[config.mk]
export PLATFORM = sky130hd
export DESIGN_NAME = alu_issue_ctrl_flat
export DESIGN_NICKNAME = d
export VERILOG_FILES = /design/src/rtl/alu_issue_ctrl_pkg.sv /design/src/rtl/alu_issue_ctrl_if.sv /design/src/rtl/alu_issue_ctrl_decode.sv /design/src/rtl/alu_issue_ctrl.sv /design/src/flat_wrapper.sv
export SDC_FILE = /design/constraint.sdc
export NUM_CORES = 1
export LEC_CHECK = 0
export BUFFER_PORTS_ARGS = -buffer_cell sky130_fd_sc_hd__buf_2
export CAP_MARGIN = 10
export CORE_ASPECT_RATIO = 0.9
export CORE_UTILIZATION = 40
export DETAILED_ROUTE_END_ITERATION = 8
export PLACE_DENSITY = 0.77
export SETUP_SLACK_MARGIN = 0.15
export SKIP_CTS_REPAIR_TIMING = 1
export SYNTH_ARGS = -nofsm -noshare
export SYNTH_HDL_FRONTEND = slang
export SYNTH_HIERARCHICAL = 1
export SYNTH_SLANG_ARGS = --single-unit
[constraint.sdc]
create_clock -name clk -period 2.95 [get_ports clk]
set_input_delay 0.1475 -clock clk [delete_from_list [all_inputs] [get_ports clk]]
set_output_delay 0.1475 -clock clk [all_outputs]
set_load 0.02 [all_outputs]
[src/rtl/alu_issue_ctrl_pkg.sv]
//------------------------------------------------------------------------------
// Module   : alu_issue_ctrl_pkg
// Purpose  : Shared definitions for the ALU issue stage: MIPS R-type funct
//            codes, the issue FSM state encoding, the decode record and the
//            legality helper.
// Ports    : none (package)
// Revision : 1.0 - initial release
//------------------------------------------------------------------------------
`default_nettype none

package alu_issue_ctrl_pkg;

  // Funct codes understood by the downstream TotalALU; NOP idles the ALU.
  localparam logic [5:0] FUNCT_NOP  = 6'd0;
  localparam logic [5:0] FUNCT_SRL  = 6'd2;
  localparam logic [5:0] FUNCT_MFHI = 6'd16;
  localparam logic [5:0] FUNCT_MFLO = 6'd18;
  localparam logic [5:0] FUNCT_DIVU = 6'd27;
  localparam logic [5:0] FUNCT_ADD  = 6'd32;
  localparam logic [5:0] FUNCT_SUB  = 6'd34;
  localparam logic [5:0] FUNCT_AND  = 6'd36;
  localparam logic [5:0] FUNCT_OR   = 6'd37;
  localparam logic [5:0] FUNCT_SLT  = 6'd42;

  typedef enum logic [2:0] {
    ST_IDLE = 3'd0,
    ST_EXEC = 3'd1,
    ST_DIV  = 3'd2,
    ST_HILO = 3'd3,
    ST_DONE = 3'd4
  } state_t;

  typedef struct packed {
    logic legal;      // funct is in the supported set
    logic is_div;     // multi-cycle DIVU path
    logic wen;        // result is written to a GPR
    logic use_shamt;  // operands come from rt and shamt (SRL)
  } decode_t;

  function automatic logic is_legal_funct(input logic [5:0] funct);
    case (funct)
      FUNCT_AND, FUNCT_OR, FUNCT_ADD, FUNCT_SUB, FUNCT_SRL,
      FUNCT_SLT, FUNCT_DIVU, FUNCT_MFHI, FUNCT_MFLO: return 1'b1;
      default:                                       return 1'b0;
    endcase
  endfunction

endpackage

`default_nettype wire

[src/rtl/alu_issue_ctrl_if.sv]
//------------------------------------------------------------------------------
// Module   : alu_issue_ctrl_if
// Purpose  : Bundles the issue-stage buses: op input handshake, ALU drive /
//            sample signals, and the result output handshake.
// Ports    : in_*  - decoded op offered by the upstream (valid/ready)
//            alu_* - dataA/dataB/Signal to the ALU, Output back from it
//            out_* - result towards the consumer (valid/ready)
//            modport slave  : the issue controller's view
//            modport master : the surrounding environment's view
// Revision : 1.0 - initial release
//------------------------------------------------------------------------------
`default_nettype none

interface alu_issue_ctrl_if;
  logic        in_valid;
  logic        in_ready;
  logic [5:0]  in_funct;
  logic [4:0]  in_shamt;
  logic [31:0] in_rs;
  logic [31:0] in_rt;

  logic [31:0] alu_dataA;
  logic [31:0] alu_dataB;
  logic [5:0]  alu_signal;
  logic [31:0] alu_output;

  logic        out_valid;
  logic        out_ready;
  logic [31:0] out_data;
  logic        out_wen;
  logic        out_illegal;

  modport slave (
    input  in_valid, in_funct, in_shamt, in_rs, in_rt, alu_output, out_ready,
    output in_ready, alu_dataA, alu_dataB, alu_signal,
           out_valid, out_data, out_wen, out_illegal
  );

  modport master (
    output in_valid, in_funct, in_shamt, in_rs, in_rt, alu_output, out_ready,
    input  in_ready, alu_dataA, alu_dataB, alu_signal,
           out_valid, out_data, out_wen, out_illegal
  );
endinterface

`default_nettype wire

[src/rtl/alu_issue_ctrl_decode.sv]
//------------------------------------------------------------------------------
// Module   : alu_issue_ctrl_decode
// Purpose  : Combinational classification of an incoming funct code.
// Ports    : funct (in, 6)  - MIPS funct field
//            dec   (out)    - {legal, is_div, wen, use_shamt}
// Revision : 1.0 - initial release
//------------------------------------------------------------------------------
`default_nettype none

module alu_issue_ctrl_decode
  import alu_issue_ctrl_pkg::*;
(
  input  logic [5:0] funct,
  output decode_t    dec
);

  logic legal;
  logic is_div;

  assign legal  = is_legal_funct(funct);
  assign is_div = (funct == FUNCT_DIVU);

  assign dec.legal     = legal;
  assign dec.is_div    = is_div;
  // DIVU only updates HI/LO, so it never writes a GPR.
  assign dec.wen       = legal && !is_div;
  assign dec.use_shamt = (funct == FUNCT_SRL);

endmodule

`default_nettype wire

[src/rtl/alu_issue_ctrl.sv]
//------------------------------------------------------------------------------
// Module   : alu_issue_ctrl
// Purpose  : Issue stage in front of the TotalALU. Accepts one R-type op,
//            drives dataA/dataB/Signal for the op's latency, samples the ALU
//            Output and presents the result with a write-enable flag. DIVU is
//            followed by a HI/LO settle phase so later MFHI/MFLO read stable
//            values.
// Ports    : clk   (in)  - rising-edge clock
//            reset (in)  - asynchronous, active-high
//            bus   (slave modport of alu_issue_ctrl_if) - op in, ALU, result out
// Revision : 1.0 - initial release
//------------------------------------------------------------------------------
`default_nettype none

module alu_issue_ctrl
  import alu_issue_ctrl_pkg::*;
#(
  parameter int ALU_LAT    = 1,
  parameter int DIV_CYCLES = 32,
  parameter int HILO_LAT   = 1
) (
  input  logic            clk,
  input  logic            reset,
  alu_issue_ctrl_if.slave bus
);

  localparam int CNT_W = $clog2(DIV_CYCLES + 1);
  localparam logic [CNT_W-1:0] ALU_CNT  = CNT_W'(ALU_LAT);
  localparam logic [CNT_W-1:0] DIV_CNT  = CNT_W'(DIV_CYCLES);
  localparam logic [CNT_W-1:0] HILO_CNT = CNT_W'(HILO_LAT);

  state_t           state;
  state_t           state_nxt;
  logic [CNT_W-1:0] cnt;
  logic [CNT_W-1:0] cnt_nxt;
  logic             accept;
  logic             capture;
  logic [5:0]       signal_nxt;

  logic [5:0]       funct_q;
  logic [31:0]      data_a;
  logic [31:0]      data_b;
  logic [31:0]      result;
  logic             wen_q;
  logic             illegal_q;

  decode_t          dec;

  alu_issue_ctrl_decode u_decode (
    .funct (bus.in_funct),
    .dec   (dec)
  );

  // State and phase counter.
  always_ff @(posedge clk or posedge reset) begin
    if (reset) begin
      state <= ST_IDLE;
      cnt   <= '0;
    end else begin
      state <= state_nxt;
      cnt   <= cnt_nxt;
    end
  end

  // Next state, counter and handshake/ALU drive. The "cnt <= 1" tests end
  // each phase on its last cycle and keep the counter from wrapping below 0.
  always_comb begin
    state_nxt    = state;
    cnt_nxt      = cnt;
    accept       = 1'b0;
    capture      = 1'b0;
    signal_nxt   = FUNCT_NOP;
    bus.in_ready = 1'b0;

    case (state)
      ST_IDLE: begin
        bus.in_ready = 1'b1;
        if (bus.in_valid) begin
          accept = 1'b1;
          if (!dec.legal) begin
            state_nxt = ST_DONE;
            cnt_nxt   = '0;
          end else if (dec.is_div) begin
            state_nxt = ST_DIV;
            cnt_nxt   = DIV_CNT;
          end else begin
            state_nxt = ST_EXEC;
            cnt_nxt   = ALU_CNT;
          end
        end
      end

      ST_EXEC: begin
        signal_nxt = funct_q;
        if (cnt <= 1) begin
          capture   = 1'b1;
          state_nxt = ST_DONE;
          cnt_nxt   = '0;
        end else begin
          cnt_nxt = cnt - 1'b1;
        end
      end

      ST_DIV: begin
        signal_nxt = FUNCT_DIVU;
        if (cnt <= 1) begin
          state_nxt = ST_HILO;
          cnt_nxt   = HILO_CNT;
        end else begin
          cnt_nxt = cnt - 1'b1;
        end
      end

      ST_HILO: begin
        if (cnt <= 1) begin
          state_nxt = ST_DONE;
          cnt_nxt   = '0;
        end else begin
          cnt_nxt = cnt - 1'b1;
        end
      end

      ST_DONE: begin
        if (bus.out_ready) begin
          state_nxt = ST_IDLE;
        end
      end

      default: begin
        state_nxt = ST_IDLE;
        cnt_nxt   = '0;
      end
    endcase
  end

  // Operand and result registers. The result is cleared on every accept so
  // DIVU and illegal ops retire with out_data = 0.
  always_ff @(posedge clk or posedge reset) begin
    if (reset) begin
      funct_q   <= FUNCT_NOP;
      data_a    <= '0;
      data_b    <= '0;
      result    <= '0;
      wen_q     <= 1'b0;
      illegal_q <= 1'b0;
    end else begin
      if (accept) begin
        funct_q   <= bus.in_funct;
        data_a    <= dec.use_shamt ? bus.in_rt : bus.in_rs;
        data_b    <= dec.use_shamt ? {27'b0, bus.in_shamt} : bus.in_rt;
        result    <= '0;
        wen_q     <= dec.wen;
        illegal_q <= !dec.legal;
      end
      if (capture) begin
        result <= bus.alu_output;
      end
    end
  end

  // Signal is decoded from the live state so an asynchronous reset forces
  // NOP immediately; operands simply hold their last values.
  assign bus.alu_signal  = signal_nxt;
  assign bus.alu_dataA   = data_a;
  assign bus.alu_dataB   = data_b;

  // Result outputs are visible only while a result is being offered.
  assign bus.out_valid   = (state == ST_DONE);
  assign bus.out_data    = (state == ST_DONE) ? result : 32'd0;
  assign bus.out_wen     = (state == ST_DONE) && wen_q;
  assign bus.out_illegal = (state == ST_DONE) && illegal_q;

endmodule

`default_nettype wire

[src/flat_wrapper.sv]
// flat-port wrapper written by rule: the top's interface ports become plain ports
module alu_issue_ctrl_flat import alu_issue_ctrl_pkg::*;
#(
  parameter int ALU_LAT    = 1,
  parameter int DIV_CYCLES = 32,
  parameter int HILO_LAT   = 1
)
  (clk, reset, bus_in_valid, bus_in_funct, bus_in_shamt, bus_in_rs, bus_in_rt, bus_alu_output, bus_out_ready, bus_in_ready, bus_alu_dataA, bus_alu_dataB, bus_alu_signal, bus_out_valid, bus_out_data, bus_out_wen, bus_out_illegal);
  alu_issue_ctrl_if bus_i ();
  input  logic clk;
  input  logic reset;
  input wire logic [$bits(bus_i.in_valid)-1:0] bus_in_valid;
  input wire logic [$bits(bus_i.in_funct)-1:0] bus_in_funct;
  input wire logic [$bits(bus_i.in_shamt)-1:0] bus_in_shamt;
  input wire logic [$bits(bus_i.in_rs)-1:0] bus_in_rs;
  input wire logic [$bits(bus_i.in_rt)-1:0] bus_in_rt;
  input wire logic [$bits(bus_i.alu_output)-1:0] bus_alu_output;
  input wire logic [$bits(bus_i.out_ready)-1:0] bus_out_ready;
  output wire logic [$bits(bus_i.in_ready)-1:0] bus_in_ready;
  output wire logic [$bits(bus_i.alu_dataA)-1:0] bus_alu_dataA;
  output wire logic [$bits(bus_i.alu_dataB)-1:0] bus_alu_dataB;
  output wire logic [$bits(bus_i.alu_signal)-1:0] bus_alu_signal;
  output wire logic [$bits(bus_i.out_valid)-1:0] bus_out_valid;
  output wire logic [$bits(bus_i.out_data)-1:0] bus_out_data;
  output wire logic [$bits(bus_i.out_wen)-1:0] bus_out_wen;
  output wire logic [$bits(bus_i.out_illegal)-1:0] bus_out_illegal;
  assign bus_i.in_valid = bus_in_valid;
  assign bus_i.in_funct = bus_in_funct;
  assign bus_i.in_shamt = bus_in_shamt;
  assign bus_i.in_rs = bus_in_rs;
  assign bus_i.in_rt = bus_in_rt;
  assign bus_i.alu_output = bus_alu_output;
  assign bus_i.out_ready = bus_out_ready;
  assign bus_in_ready = bus_i.in_ready;
  assign bus_alu_dataA = bus_i.alu_dataA;
  assign bus_alu_dataB = bus_i.alu_dataB;
  assign bus_alu_signal = bus_i.alu_signal;
  assign bus_out_valid = bus_i.out_valid;
  assign bus_out_data = bus_i.out_data;
  assign bus_out_wen = bus_i.out_wen;
  assign bus_out_illegal = bus_i.out_illegal;
  alu_issue_ctrl #(.ALU_LAT(ALU_LAT), .DIV_CYCLES(DIV_CYCLES), .HILO_LAT(HILO_LAT)) u_core (.clk(clk), .reset(reset), .bus(bus_i));
endmodule
# Word-level counts from Yosys, hierarchy flattened
# Cells that the tools add are included.
# W data, S select, Z words.
# classes
n_addsub,1
n_lt_le_gt_ge,1
eq_ne,17
n_mux,25
bitwise,1
reduce_logical,11
# op_table
op,count
$mux W32,5
$eq A6 B6 Y1 const B,5
$mux W6,5
$pmux W6 S4,1
$eq A6 B5 Y1 const B,3
$mux W3,5
$pmux W3 S4,1
$pmux W6 S2,1
$reduce_or A9 Y1,1
$eq A3 B2 Y1 const B,2
$eq A6 B2 Y1 const B,1
$le A6 B1 Y1 const B,1
$mux W1,6
$sub A6 B1 Y6 const B,1
$ne A2 B1 Y1 const B,2
$ne A2 B2 Y1 const B,2
$reduce_and A4 Y1,1
$eq A3 B1 Y1 const B,1
$eq A3 B3 Y1 const B,1
$logic_and A1 B1 Y1,3
$logic_not A3 Y1,1
$logic_not A1 Y1,2
$mux W2,1
$reduce_and A2 Y1,1
other kinds (3),3
# totals
ff_bits,113
inputBits,111
output_inout_bits,106
wordCells,64

# Logic depth before layout (Yosys ltp)
# Gate-level depths: netlist (run 1).
# depth
ltp_word,6
mapped_depth,9
mapped_depth_nobuf,8

# Hierarchy
# Netlist (run 1), hierarchy kept.
# modules_own_cells
module,instances,cells_each,area_per_inst_um2
alu_issue_ctrl,1,563,5238.8
alu_issue_ctrl_decode,1,21,131.4

# Least setup slack after synthesis (run 1)
# No wires, ideal clock.
# synth_path
path_kind,register to register
startpoint,register u_core.cnt[2]
endpoint,register u_core.result[10]
setup_ps,127
arrival_ps,1656
required_time_ps,2823
slack_ps,1167
path_stages_with_launch,6
n_path_buf,2
synth_period_minus_slack_ps,1783
cell_sequence,dfrtp_1 or3_1 clkbuf_1 nor4_4 buf_2 o21ai_0
# synth_between
elab_chain_cells,4
# synth_rtl
item,line,rtl
"start, declared",alu_issue_ctrl.sv:34,logic [CNT_W-1:0] cnt;
"start signal, assigned",alu_issue_ctrl.sv:61,cnt <= cnt_nxt;
$le A6 B1 Y1 *,alu_issue_ctrl.sv:95,if (cnt <= 1) begin
$mux W1 *,alu_issue_ctrl.sv:95,
$mux W1 *,alu_issue_ctrl.sv:75,case (state)
$mux W32 or $reduce_bool A2 Y1 (tied branches),n/a,
"end signal, assigned",alu_issue_ctrl.sv:156,result <= bus.alu_output;
"end, declared",alu_issue_ctrl.sv:43,logic [31:0] result;
# Mark *: on every way between the ends. The rest lies on a longest branch, timed or not.
# A chain may end at the register's enable or synchronous reset.

# Worst setup path in the final report (run 1)
# layout_path
startpoint,register u_core.state[0]
endpoint,register u_core.result[17]
# layout_between
elab_chain_cells,3
# layout_rtl
item,line,rtl
"start, declared",alu_issue_ctrl.sv:32,state_t state;
"start signal, assigned",alu_issue_ctrl.sv:60,state <= state_nxt;
$eq A3 B1 Y1 or $logic_not A3 Y1 (tied branches),alu_issue_ctrl.sv:75,
$mux W1,alu_issue_ctrl.sv:75,
$mux W32 or $reduce_bool A2 Y1 (tied branches),n/a,
# Several ways; a longest one is shown, not always the timed one.

==> impl_metrics.csv, run 1 <==
group,metric,value,unit
floorplanning,die_h,112,µm
timing,finalSetupViolations,0,
synthesis,yosysTopAreaCellShare,0.527,
layout,syn2layout_area_growth,40.2,%
timing,fin_crit,2.08,ns
grt,first_global_vias,4479,
timing,max_freq,480,MHz
flow_run,drv_cap,0,
floorplanning,initial_core_util,0.417,
synthesis,synth-seq-cells,113,
worst_setup_path,cp.arrival,2.34,ns
worst_setup_path,crit_type,"reg -> reg",
route,drt-pass1-iter-count,5,
timing,fin_worst_skew,0.00826,ns
route,initialDrtViolationCount,261,
grt,grt_overflow,0,
power_and_ir_drop,peakVddDrop,0.574,mV
worst_setup_path,endpoint_kind,"flop",
min_path,hold_class,"in -> reg",
synthesis,synthTopCellsByArea,"dfrtp_1 (53%), nand2_1 (9.8%), o21ai_0 (9.5%)",
synthesis,synth_cell_types,40,
route,routed_wl,14300,µm
grt,antenna_found_initial,0,
worst_setup_path,cp-start-kind,"flop",
timing,finalCritPeriodShare,0.706,
worst_setup_path,cp.required,3.20,ns
timing,drv_slew,0,
power_and_ir_drop,p_per_area,979,mW/mm²
route,drc,0,
layout,insertedDiodeCount,0,
layout,stdcell_area,0.00753,mm²
status,outcome,"finished clean",
synthesis,synth_area,0.00537,mm²
synthesis,synth-async-reset-ratio,1.00,
clocking,cts.htree.levels,4,
layout,final_layout_size_suffix_gt1_frac,0.324,
timing,rsz0062_at_grt,"no",
clocking,clock-sinks,113,
floorplanning,rows,39,
synthesis,synth_largest_area_cell,"dfrtp_1",
synthesis,synth_top_family_by_area,"simple AND/OR/NAND/NOR gates",
synthesis,synth_nets,697,
timing,tightest_slew,0.604,ns
synthesis,synth_edf_count,0,
layout,layout.nets,930,
synthesis,synthCells,584,
placement,port-buffer-count,216,
worst_setup_path,rrSetupSlack,0.87,ns
clocking,cts_tree,"done",
clocking,clk_pin_slew,0.06,ns
placement,dp_hpwl,9150,µm
floorplanning,dieWidth,124,µm
synthesis,synth-simple-area-share,0.217,
synthesis,synthXorXnorAreaFrac,0.00163,
floorplanning,die_area,0.0139,mm²
route,via_per_inst,4.88,
timing,relSlewSlack,0.597,
clocking,clock_path_buffers,2,
synthesis,avgSynthCellArea,9.20,µm²
synthesis,synth_compound_area_frac,0.120,
synthesis,ys_seq_area_frac,0.527,
grt,track_usage,0.201,
clocking,clock_latency,0.41,ns
power_and_ir_drop,p_leak,0.00383,µW
grt,grt_max_degree,114,
synthesis,synth_mux_area_frac,0.0874,
placement,placed_area,0.00657,mm²
synthesis,yosysWarningCount,6,
worst_setup_path,crit_fanout,64,
floorplanning,core,0.0129,mm²
timing,hold_viol,0,
clocking,cts_buffers,17,
route,ant_nets,0,
route,vias,4848,
route,wl_per_cell,14.4,µm
layout,n_fill_cell,1132,
clocking,clockRootBuffer,"clkbuf_16",
synthesis,synthAdderAreaFrac,0.00466,
placement,gp_congestion,0.821,
grt,grt_pass1_wl,21600,µm
timing,finalSetupTns,0,ns
floorplanning,ios,217,
synthesis,ys.flop_type,"dfrtp_1",
per-layer routing:
metal,part of all wire,track usage,vias to the layer above
met5,0,0,-
met4,0.016,0.0841,0
met3,0.052,0.0605,21
met2,0.49,0.315,135
met1,0.44,0.256,2257
li1,-,-,2435
logic make-up (layout without fill, tap and decap cells):
logic type                 after synthesis  count (layout)
and+or+nand+nor                        245             245
adders and majority gates                2               2
xor gates and xnor gates                 1               1
muxes                                   46              46
buffers and inverters                   55             301
DFF                                    113             113
AOI/OAI and AO/OA                      122             122
Yosys cell counts, drive strengths merged (2+ instances only):
master and instances:
nor2 13, buf 7, nand2b 30, nor3 8, o21ai 103, and3 36
nor4 3, or3 2, nand3 3, dfrtp 113, a31oi 2, nor2b 4
mux2i 39, ha 2, clkbuf 39, mux2 7, a21oi 8, nand2 140
inv 9
state kept, by name, summed over array words and instances (netlist names):
register / cells
u_core/illegal_q: 1
u_core/cnt: 6
u_core/bus.alu_dataB: 32
u_core/wen_q: 1
u_core/state: 3
u_core/funct_q: 6
u_core/bus.alu_dataA: 32
u_core/result: 32
area by class of cell:
| class | instances | area [µm²] | share of cell area |
|---|---|---|---|
| Sequential cell | 113 | 2830 | 0.376 |
| Multi-Input combinational cell | 416 | 2330 | 0.309 |
| Timing Repair Buffer | 260 | 1540 | 0.205 |
| Clock buffer | 20 | 447 | 0.0593 |
| Tap cell | 164 | 205 | 0.0273 |
| Clock inverter | 12 | 140 | 0.0186 |
| Inverter | 9 | 37.5 | 0.00499 |
critical path, cell delays in order, from the launching register on:
cell     delay (ns)
dfrtp_1        0.53
or3b_2         0.54
nor4_4         0.14
buf_4          0.49
o21ai_0        0.21
through the flow:
step | power (µW) | util | hold slack (ns) | worst slack [ns] | instances
finish | 7370 | 0.584 | 0.00466 | 0.867 | 994
global route | 7860 | 0.584 | 0.000267 | 0.700 | 994
CTS | 7390 | 0.556 | -0.0800 | 0.885 | 957
detailed placement | 5330 | 0.510 | 0.354 | 0.881 | 925
global placement | 5260 | 0.510 | 0.348 | 0.969 | 925
floorplan | 4350 | - | 0.256 | 1.17 | 584
power breakdown:
part	leakage, µW	internal (µW)	switching [µW]
sequential	0.00145	2220	356
combinational	0.00209	940	1830
clock	0.000289	1340	694
total	0.00383	4490	2880
layout by cell type, fill, tap and decap left out, types with 2 or more instances in the layout:
| cell | count |
|---|---|
| buf_2 | 216 |
| nand2_1 | 139 |
| dfrtp_1 | 113 |
| o21ai_0 | 102 |
| mux2i_1 | 39 |
| dlygate4sd3_1 | 37 |
| and3_1 | 36 |
| nand2b_1 | 30 |
| clkbuf_16 | 17 |
| nor2_1 | 12 |
| inv_1 | 8 |
| nor3_1 | 8 |
| a21oi_1 | 8 |
| clkinv_2 | 7 |
| mux2_2 | 7 |
| nor2b_1 | 4 |
| buf_4 | 4 |
| clkinvlp_4 | 3 |
| bufinv_16 | 3 |
| buf_12 | 3 |
| nand3_1 | 3 |
| clkbuf_1 | 2 |
| or3_1 | 2 |
| a31oi_1 | 2 |
| ha_1 | 2 |
final timing paths:
path                                                   endpoint  depth (start not counted)                                 from
max in group asynchronous         u_core/funct_q[5]$_DFFE_PP0P_                          4                                reset
min                        u_core/bus.alu_dataB[21]$_DFFE_PP0P_                          3                        bus_in_rt[21]
max reg2reg                       u_core/result[17]$_DFFE_PP0P_                          4          u_core/state[0]$_DFFE_PP0P_
max                               u_core/result[17]$_DFFE_PP0P_                          4          u_core/state[0]$_DFFE_PP0P_
min in group asynchronous         u_core/result[27]$_DFFE_PP0P_                          4                                reset
min reg2reg                 u_core/bus.alu_dataA[3]$_DFFE_PP0P_                          2  u_core/bus.alu_dataA[3]$_DFFE_PP0P_
Power figures use the tool's default switching activity.
==> run 2: changes to the inputs <==
==> constraint.sdc (replaced) <==
create_clock -name clk -period 1.8 [get_ports clk]
set_input_delay 0.09 -clock clk [delete_from_list [all_inputs] [get_ports clk]]
set_output_delay 0.09 -clock clk [all_outputs]
set_load 0.02 [all_outputs]
==> impl_metrics.csv, run 2 (same netlist as run 1, synthesis figures left out) <==
group,metric,value,unit
timing,drv_slew,0,
floorplanning,initial_core_util,0.417,
clocking,clock_path_buffers,2,
timing,hold_viol,21,
worst_setup_path,reg2regPathDepth,6,
route,initialDrtViolationCount,427,
worst_setup_path,cp.required,2.11,ns
clocking,cts.htree.levels,4,
route,wl_per_cell,17.0,µm
power_and_ir_drop,peakVddDrop,0.934,mV
timing,finalCritPeriodShare,0.983,
timing,tightest_slew,0.603,ns
min_path,hold_class,"in -> reg",
route,drc,0,
layout,final_common_cell,"buf_2",
status,violations,"hold timing",
floorplanning,core,0.0129,mm²
worst_setup_path,startpoint,"u_core/cnt[4]$_DFFE_PP0P_",
grt,grt_pass1_wl,21700,µm
grt,grt_overflow,0,
floorplanning,rows,39,
worst_setup_path,worstReg2RegEnd,"u_core/result[24]$_DFFE_PP0P_",
route,ant_nets,0,
timing,relSlewSlack,0.598,
clocking,cts_tree,"done",
placement,place_ws,-0.0120,ns
placement,dp_hpwl,9360,µm
timing,rsz0062_at_grt,"yes",
route,drt-pass1-iter-count,5,
route,routed_wl,17900,µm
route,vias,5531,
worst_setup_path,crit_type,"reg -> reg",
timing,whs,-0.0483,ns
worst_setup_path,endpoint_kind,"flop",
layout,layout.nets,991,
layout,final_layout_size_suffix_gt1_frac,0.386,
route,via_per_inst,5.24,
worst_setup_path,rrSetupSlack,0.03,ns
floorplanning,die_area,0.0139,mm²
grt,track_usage,0.200,
placement,placed_area,0.00671,mm²
power_and_ir_drop,power,13500,µW
worst_setup_path,cp-start-kind,"flop",
min_path,min_to,"u_core/bus.alu_dataB[19]$_DFFE_PP0P_",
worst_setup_path,r2r_start,"u_core/cnt[4]$_DFFE_PP0P_",
timing,setup_ws,0.0315,ns
clocking,clock-sinks,113,
flow_run,drv_cap,0,
timing,fin_worst_skew,0.0115,ns
clocking,clk_pin_slew,0.05,ns
power_and_ir_drop,p_leak,0.00425,µW
power_and_ir_drop,p_per_area,1550,mW/mm²
clocking,cts_buffers,17,
placement,gp_congestion,0.804,
status,outcome,"finished with violations",
grt,grt_max_degree,135,
layout,insertedDiodeCount,0,
floorplanning,die_h,112,µm
floorplanning,dieWidth,124,µm
layout,syn2layout_area_growth,61.7,%
min_path,worstHoldPathCells,3,
floorplanning,ios,217,
clocking,clockRootBuffer,"clkbuf_16",
layout,final_cell_mix,"buf_2 (178), nand2_1 (132), dfrtp_1 (113)",
layout,stdcell_area,0.00868,mm²
min_path,min_from,"bus_in_rt[19]",
timing,fin_crit,1.77,ns
clocking,clock_latency,0.41,ns
timing,finalSetupViolations,0,
timing,max_freq,565,MHz
grt,antenna_found_initial,0,
grt,first_global_vias,4588,
worst_setup_path,crit_fanout,16,
worst_setup_path,cp.arrival,2.08,ns
placement,port-buffer-count,216,
run 2: cell count changes in the layout (fill, tap and decap cells not counted), moves of 7 or more:
cell,delta
buf_4,+28
buf_6,+31
nand2_1,-7
o21ai_0,-10
buf_2,-38
and3_1,-18
dlygate4sd3_1,+27
and3_4,+18
o21ai_2,+7
run 2: where the power goes:
| part | switching [µW] | leakage, µW | internal, µW |
|---|---|---|---|
| Clock | 1140 | 0.000296 | 2230 |
| Combinational | 3540 | 0.00251 | 2340 |
| Sequential | 612 | 0.00145 | 3640 |
| Total | 5290 | 0.00425 | 8210 |
run 2: routing by layer:
metal	global-route usage	up-vias	part of all wire	routed length, µm
met5	0	-	0	0
met4	0.0857	0	0.028	506
met3	0.0548	49	0.065	1160
met2	0.314	257	0.50	9000
met1	0.257	2658	0.41	7260
li1	-	2567	-	-
run 2: worst max-delay path by stage:
| stage | endpoint | slack [ns] | cells past startpoint |
|---|---|---|---|
| floorplan | u_core/cnt[0]$_DFFE_PP0P_ | 0.15 | 5 |
| global placement | u_core/cnt[0]$_DFFE_PP0P_ | 0.05 | 8 |
| detailed placement | u_core/cnt[0]$_DFFE_PP0P_ | -0.01 | 9 |
| CTS | bus_out_data[31] | -0.26 | 5 |
| global route | u_core/result[24]$_DFFE_PP0P_ | -0.03 | 6 |
| finish | u_core/result[24]$_DFFE_PP0P_ | 0.03 | 6 |
run 2: cell type report:
cell class,count,area [µm²]
sequential,113,2830
multi-input combinational,416,2550
clock inverter,11,136
timing repair buffer,321,2460
fill,952,4200
inverter,9,37.5
tap,164,205
clock buffer,21,460
run 2: metrics by stage:
step	utilization	std cells	setup TNS (ns)
after floorplan	-	584	0
after global routing	0.674	1055	-0.0527
after global placement	0.521	941	0
after detailed placement	0.521	941	-0.0120
final	0.674	1055	0
after CTS	0.567	973	-7.31
run 2: worst max-delay path, stage by stage, from the launching register on:
cell	delay [ns]
dfrtp_1	0.40
or3_4	0.46
nor4_4	0.28
buf_6	0.20
buf_12	0.16
nand2_1	0.07
o21ai_0	0.10
